## src/rtl/led_serialiser.sv

```systemverilog
// led_serialiser
//   Latches a 24-bit colour word and drives it as a pulse-width-encoded single-wire
//   stream for a WS2812-class LED: 24 bit slots MSB first, then a low latch gap.
//
// Ports:
//   clk    - system clock
//   rst    - synchronous active-high reset, priority over everything (aborts a frame)
//   light  - colour word {R[23:16], G[15:8], B[7:0]}
//   load   - send request, accepted on an edge where load && ready
//   ready  - high in IDLE only
//   busy   - inverse of ready
//   dout   - serial LED data line (registered, glitch-free)
//   done   - one-cycle pulse in the first IDLE cycle after a completed frame
module led_serialiser #(
  parameter int unsigned TBIT      = 125,
  parameter int unsigned T0H       = 40,
  parameter int unsigned T1H       = 80,
  parameter int unsigned TRESET    = 5000,
  parameter bit          GRB_ORDER = 1'b1
) (
  input  logic        clk,
  input  logic        rst,
  input  logic [23:0] light,
  input  logic        load,
  output logic        ready,
  output logic        busy,
  output logic        dout,
  output logic        done
);

  // One counter serves both the bit slot and the latch gap.
  localparam int unsigned CntMax = (TBIT > TRESET) ? TBIT : TRESET;
  localparam int unsigned CntW   = (CntMax > 1) ? $clog2(CntMax) : 1;

  localparam logic [CntW-1:0] TbitLast   = CntW'(TBIT - 1);
  localparam logic [CntW-1:0] TresetLast = CntW'(TRESET - 1);
  localparam logic [CntW-1:0] T0hCnt     = CntW'(T0H);
  localparam logic [CntW-1:0] T1hCnt     = CntW'(T1H);

  typedef enum logic [1:0] {
    StIdle,
    StSend,
    StLatch
  } state_e;

  state_e          r_state, w_state_d;
  logic [CntW-1:0] r_cyc, w_cyc_d;
  logic [4:0]      r_bit, w_bit_d;
  logic [23:0]     r_shreg, w_shreg_d;
  logic            r_dout, w_dout_d;
  logic            r_done, w_done_d;
  logic [23:0]     w_light_ord;
  logic [CntW-1:0] w_high_len;

  assign w_light_ord = GRB_ORDER ? {light[15:8], light[23:16], light[7:0]} : light;

  always_comb begin
    w_state_d = r_state;
    w_cyc_d   = r_cyc;
    w_bit_d   = r_bit;
    w_shreg_d = r_shreg;
    w_done_d  = 1'b0;
    unique case (r_state)
      StIdle: begin
        if (load) begin
          w_shreg_d = w_light_ord;
          w_bit_d   = 5'd23;
          w_cyc_d   = '0;
          w_state_d = StSend;
        end
      end
      StSend: begin
        if (r_cyc == TbitLast) begin
          w_cyc_d = '0;
          if (r_bit == 5'd0) begin
            w_state_d = StLatch;
          end else begin
            w_shreg_d = {r_shreg[22:0], 1'b0};
            w_bit_d   = r_bit - 5'd1;
          end
        end else begin
          w_cyc_d = r_cyc + CntW'(1);
        end
      end
      StLatch: begin
        if (r_cyc == TresetLast) begin
          w_cyc_d   = '0;
          w_state_d = StIdle;
          w_done_d  = 1'b1;
        end else begin
          w_cyc_d = r_cyc + CntW'(1);
        end
      end
      default: begin
        w_state_d = StIdle;
      end
    endcase
  end

  // dout is derived from next-state values and registered, so the line rises in the
  // cycle right after the accepting edge and never glitches.
  assign w_high_len = w_shreg_d[23] ? T1hCnt : T0hCnt;
  assign w_dout_d   = (w_state_d == StSend) && (w_cyc_d < w_high_len);

  always_ff @(posedge clk) begin
    if (rst) begin
      r_state <= StIdle;
      r_cyc   <= '0;
      r_bit   <= '0;
      r_shreg <= '0;
      r_dout  <= 1'b0;
      r_done  <= 1'b0;
    end else begin
      r_state <= w_state_d;
      r_cyc   <= w_cyc_d;
      r_bit   <= w_bit_d;
      r_shreg <= w_shreg_d;
      r_dout  <= w_dout_d;
      r_done  <= w_done_d;
    end
  end

  assign ready = (r_state == StIdle);
  assign busy  = ~ready;
  assign dout  = r_dout;
  assign done  = r_done;

endmodule

```

## config.mk

```make
export PLATFORM = sky130hd
export DESIGN_NAME = led_serialiser
export DESIGN_NICKNAME = d
export VERILOG_FILES = /design/src/rtl/led_serialiser.sv
export SDC_FILE = /design/constraint.sdc
export NUM_CORES = 1
export LEC_CHECK = 0
export BUFFER_PORTS_ARGS = -buffer_cell sky130_fd_sc_hd__buf_2
export CORE_MARGIN = 2
export CORE_UTILIZATION = 40
export CTS_CLUSTER_DIAMETER = 150
export DETAILED_ROUTE_END_ITERATION = 8
export PLACE_DENSITY = 0.66
export SLEW_MARGIN = 20
export SYNTH_ARGS = -nofsm -noshare
export SYNTH_HDL_FRONTEND = slang
export SYNTH_SLANG_ARGS = --single-unit
```

## constraint.sdc

```tcl
create_clock -name clk -period 4.4 [get_ports clk]
set_input_delay 0.44 -clock clk [delete_from_list [all_inputs] [get_ports clk]]
set_output_delay 0.44 -clock clk [all_outputs]
set_load 0.05 [all_outputs]
```

==> results.json, run 1 <==
{
  "syn-num-nets": 300,
  "post-place-cells": 349,
  "vias_per_cell": 5.89,
  "cts_tree": "built",
  "slowest_stage": "dfxtp_1",
  "cts_resized": 0,
  "grt_remaining_overflow": 0,
  "drt_iter0_markers": 279,
  "p_per_area_mw_per_mm2": 322,
  "place.gp.congestion": 0.864,
  "synth_ff_type": "dfxtp_1",
  "crit_chain": "ha_1 > and4_2 > a31oi_1 > a21oi_2 > or3_1 > o21ai_1 > ha_1 > a21o_1 > a211oi_1 > o211ai_1 > nor4_1",
  "fin_crit_sh_pct": 72.6,
  "endpoint_kind": "flip-flop",
  "postCtsSetupBuffers": 0,
  "root_buffer": "clkbuf_8",
  "ant_nets": 0,
  "rsz0062_at_grt": "no",
  "std_cell_rows": 28,
  "io_pins": 31,
  "vias": 2102,
  "path_buf_inv": 0,
  "tightestPinTransition_ns": 0.869,
  "port-buffer-count": 30,
  "final_util_pct": 44.3,
  "cts_max_path_buffers": 2,
  "diodes": 0,
  "path_clk_slew_ns": 0.09,
  "tns_ns": 0,
  "finClkSkew_ns": 0.00615,
  "required_ns": 4.61,
  "clock_latency_ns": 0.30,
  "cap_violations": 0,
  "period_needed_ns": 3.20,
  "start_util_pct": 40.8,
  "critPathTopFamily": "compound AO/OA/AOI/OAI gates",
  "fin_nets": 315,
  "grt_max_degree": 46,
  "die_w_um": 81.3,
  "routedWlPerCell_um": 15.0,
  "min_path_type": "in2reg",
  "synth-warning-count": 0,
  "crit_arrival_ns": 3.41,
  "start_kind": "flip-flop",
  "drive_above_1_share_pct": 18.4,
  "ys_ff_latch": 46,
  "drt_wl_total_mm": 5.34,
  "status": "completed",
  "drc": 0,
  "netlist_area_sq_mm": 0.00239,
  "synth_edf_count": 0,
  "grt_pass1_vias": 1847,
  "maxSlewHeadroom_pct": 42.0,
  "final_cells": 357,
  "core-area_sq_mm": 0.00585,
  "track_usage_pct": 16.6,
  "grt_pass1_wl_mm": 8.66,
  "hold_viol": 0,
  "drt_first_pass_iters": 8,
  "avgSynthCellArea_sq_um": 8.98,
  "die-area_sq_mm": 0.00661,
  "area.growth.synth_to_final_pct": 8.53,
  "numCtsBuffers": 5,
  "async_reset_ff_share_pct": 0,
  "htree_levels": 2,
  "die_h_um": 81.3,
  "cts_hold_buffers": 0,
  "whs_ns": 0.389,
  "place_hpwl_mm": 3.62,
  "leakage_nw": 0.977,
  "max_stage_delay_ns": 0.49,
  "synth_cells": 266,
  "slew_viol_final": 0,
  "synth_cell_types": 58,
  "crit_fanout": 14,
  "antenna_found_initial": 0,
  "path_common_cell": "ha_1",
  "crit_type": "reg2reg",
  "ir_worst_vdd_mv": 0.199,
  "clock-sinks": 46,
  "ys_seq_area_share_pct": 38.5,
  "fmaxAchievable_ghz": 0.313,
  "setup_viol": 0
}
==> final timing paths <==
kind / start / end / slack (ns) / cells past startpoint
worst min register to register: r_shreg[10]$_SDFFE_PP0P_ / r_shreg[11]$_SDFFE_PP0P_ / 0.51 / 2
worst max register to register: r_cyc[0]$_SDFFE_PP0P_ / dout$_SDFF_PP0_ / 1.20 / 11
worst min-delay path: light[0] / r_shreg[0]$_SDFFE_PP0P_ / 0.39 / 3
worst max-delay path: r_cyc[0]$_SDFFE_PP0P_ / dout$_SDFF_PP0_ / 1.20 / 11
==> synth_stat cells, drive strengths merged (3+ instances only) <==
cell type | count | area share [%]
or3 | 4 | 1.0
a31oi | 3 | 0.79
buf | 8 | 3.5
nor4 | 6 | 2.2
nand2b | 4 | 1.0
a222oi | 22 | 9.2
inv | 8 | 1.3
a21o | 4 | 1.3
clkbuf | 15 | 2.4
and2 | 4 | 1.0
xnor2 | 3 | 1.1
nor2 | 37 | 5.8
dfxtp | 46 | 39
nand2 | 5 | 0.79
nand3 | 10 | 2.1
a21oi | 14 | 3.2
nand4 | 5 | 1.6
nor2b | 6 | 1.6
nor4b | 5 | 2.1
nor3 | 4 | 1.0
ha | 7 | 3.7
and3 | 5 | 1.3
o21ai | 10 | 2.1
or2 | 3 | 0.79
==> registers in the layout, indices dropped and copies added (netlist names) <==
name and count:
r_state 2, r_bit 5, done 1, dout 1
r_cyc 13, r_shreg 24
==> layout make-up <==
class / count / area (sq um)
Clock buffer: 5 / 68.8
Clock inverter: 3 / 25.0
Fill cell: 578 / 3260
Inverter: 8 / 30.0
Multi-Input combinational cell: 189 / 1300
Sequential cell: 46 / 921
Tap cell: 75 / 93.8
Timing Repair Buffer: 31 / 158
==> metal layers <==
layer  part of all wire (%)  routed length [um]  up-vias  GRT usage, %
met5                      0                   0        -             0
met2                     44                2370       72          25.0
met4                   0.73                  39        0          4.58
met3                    5.7                 306        5          3.44
met1                     49                2630      980          23.8
li1                       -                   -     1045             -
==> layout by cell type, fill, tap and decap left out, drive strengths merged, types with 5 or more instances in the layout <==
cell type / count
nor2: 37
and3: 5
buf: 31
nand2: 5
nand3: 10
nor2b: 6
inv: 9
nor4b: 5
nor4: 6
o21ai: 10
clkbuf: 5
ha: 7
dfxtp: 46
a222oi: 22
nand4: 5
a21oi: 14
==> where the power goes <==
group          internal, mW  total (mW)  switching, mW
logic                0.0481       0.113         0.0649
registers             0.436       0.453         0.0164
clock network         0.115       0.270          0.156
==> logic make-up (layout without fill, tap and decap cells) <==
family | count (synthesis) | count (layout) | synth area share, %
simple gates | 103 | 103 | 24.4
fa+ha+maj | 7 | 7 | 3.66
mux | 1 | 1 | 0.471
flops | 46 | 46 | 38.5
buf+inv | 31 | 47 | 7.17
compound gates | 74 | 74 | 24.2
xor+xnor | 4 | 4 | 1.47
==> stage by stage <==
stage               setup WS [ns]  instance area, sq um  power (mW)
floorplan                    1.63                  2390       0.550
global placement             1.38                  2500       0.572
detailed placement           1.27                  2500       0.575
CTS                          1.22                  2590       0.846
global route                0.814                  2590       0.881
finish                       1.20                  2590       0.836
==> worst reg2reg max path, delay by kind of cell (launching register included) <==
family | cells | cell delay [ns]
AND/OR/NAND/NOR | 3 | 0.79
AO/OA/AOI/OAI | 6 | 1.25
adder cells (fa/ha/maj) | 2 | 0.59
flip-flops | 1 | 0.49
Power figures use the tool's default switching activity.
==> run 2: changes to the inputs <==
PLACE_DENSITY = 0.68   (was 0.66)
clock period = 2.7 ns   (was 4.4 ns; I/O delays follow)
==> run 2 against run 1 <==
Non-clock buffer count rose by 31; count of clock-buffer cells in the layout unchanged; setup slack lost 1.1 ns; combinational power increased by 100%; clock power up 69%; cell count grew 8.7%.
==> results.json, run 2 (synthesis gave the netlist of run 1 again) <==
{
  "crit_arrival_ns": 2.77,
  "cap_violations": 0,
  "cts_hold_buffers": 0,
  "drt_first_pass_iters": 5,
  "grt_remaining_overflow": 0,
  "seqPwrFrac_pct": 51.8,
  "cts_tree": "built",
  "max_stage_delay_ns": 0.39,
  "leakage_nw": 1.16,
  "path_clk_slew_ns": 0.10,
  "worst_slack_ns": 0.148,
  "crit_fanout": 5,
  "slew_viol_final": 0,
  "post-place-ws_ns": -0.0303,
  "numCtsBuffers": 5,
  "core-area_sq_mm": 0.00585,
  "drt_iter0_markers": 284,
  "p_comb_share_pct": 16.2,
  "tightestPinTransition_ns": 0.835,
  "crit_type": "reg2reg",
  "maxSlewHeadroom_pct": 44.4,
  "antenna_found_initial": 0,
  "cts_max_path_buffers": 2,
  "rsz0062_at_grt": "yes",
  "fmaxAchievable_ghz": 0.392,
  "track_usage_pct": 18.4,
  "clock-sinks": 46,
  "drt_wl_total_mm": 5.93,
  "whs_ns": 0.198,
  "die_w_um": 81.3,
  "min_path_type": "in2reg",
  "drc": 0,
  "htree_levels": 2,
  "crit_chain": "ha_1 > and4_4 > a31oi_4 > a21oi_4 > or3_4 > o21ai_4 > ha_4 > a21o_1 > a211oi_2 > o211ai_1 > nor4_1",
  "slowest_stage": "or3_4",
  "required_ns": 2.92,
  "place.gp.congestion": 0.942,
  "top_regs": "r_shreg: 24 flops, r_cyc: 13 flops, r_bit: 5 flops",
  "routedWlPerCell_um": 15.3,
  "cell_internal_pwr_mw": 1.01,
  "die_h_um": 81.3,
  "finClkSkew_ns": 0.00908,
  "clock_power_share_pct": 32.1,
  "setup_viol": 0,
  "io_pins": 31,
  "grt_pass1_wl_mm": 9.53,
  "area.growth.synth_to_final_pct": 23.5,
  "place_hpwl_mm": 4.07,
  "period_needed_ns": 2.55,
  "vias": 2247,
  "ant_nets": 0,
  "grt_pass1_vias": 2037,
  "top_register": "r_shreg",
  "p_sw_share_pct": 28.7,
  "tns_ns": 0,
  "grt_max_degree": 46,
  "start_util_pct": 40.8,
  "diodes": 0,
  "ir_worst_vdd_mv": 0.291,
  "drive_above_1_share_pct": 31.6,
  "largest_reg_flops": 24,
  "std_cell_rows": 28,
  "start_kind": "flip-flop",
  "root_buffer": "clkbuf_8",
  "clock_latency_ns": 0.31,
  "p_per_area_mw_per_mm2": 481,
  "power_switching_mw": 0.408,
  "endpoint_kind": "flip-flop",
  "status": "completed",
  "fin_nets": 346,
  "r2r_slack_ns": 0.15,
  "power.total_mw": 1.42,
  "layout_common_cells": "dfxtp_1, nor2_1, buf_4",
  "vias_per_cell": 5.79,
  "hold_viol": 0,
  "fin_crit_sh_pct": 94.5,
  "final_common_cell": "dfxtp_1",
  "die-area_sq_mm": 0.00661,
  "port-buffer-count": 30
}
run 2: power groups by stage:
stage          clock, mW  combinational (mW)  sequential, mW
2_1_floorplan          0               0.149           0.747
3_3_place_gp           0               0.207           0.748
3_5_place_dp           0               0.211           0.748
4_1_cts            0.471               0.212           0.733
5_1_grt            0.500               0.255           0.739
6_report           0.455               0.230           0.735
run 2: layout make-up:
class / count / area [sq um]
fillers: 545 / 2900
multi-input cells: 189 / 1410
flip-flops and latches: 46 / 928
repair buffers: 62 / 394
well taps: 75 / 93.8
clock buffers: 5 / 68.8
inverters: 8 / 30.0
clock inverters: 3 / 26.3
run 2: layer usage:
| metal | part of all wire, % | vias up | track usage (%) |
|---|---|---|---|
| met3 | 5.1 | 10 | 3.89 |
| met4 | 1.6 | 0 | 6.78 |
| met5 | 0 | - | 0 |
| met2 | 48 | 62 | 29.8 |
| met1 | 45 | 1072 | 24.2 |
| li1 | - | 1103 | - |
run 2: what timing repair did:
action                                  in CTS  in global routing
gates resized for setup                      1                 24
gates cloned                                 0                  0
endpoints found under the setup margin       1                  1
pin swaps                                    1                  7
setup buffers                                0                  3
run 2: path summary, 6_finish.rpt:
path / startpoint / end / cells past startpoint
setup / recovery: r_cyc[1]$_SDFFE_PP0P_ / dout$_SDFF_PP0_ / 11
hold reg to reg: r_shreg[4]$_SDFFE_PP0P_ / r_shreg[5]$_SDFFE_PP0P_ / 2
hold / removal: light[0] / r_shreg[0]$_SDFFE_PP0P_ / 3
setup reg to reg: r_cyc[1]$_SDFFE_PP0P_ / dout$_SDFF_PP0_ / 11
run 2: through the flow:
stage	util [%]	cell area, sq um	std cells
finish	50.4	2950	388
global route	50.4	2950	388
CTS	48.2	2820	385
global placement	46.4	2720	377
floorplan	-	2400	266
detailed placement	46.4	2720	377
run 2: critical path: cells and delay by family (launching register included):
kind	cells	cell delay, ns
AND/OR/NAND/NOR	3	0.81
AO/OA/AOI/OAI	6	0.85
adder cells (fa/ha/maj)	2	0.43
flip-flops	1	0.37
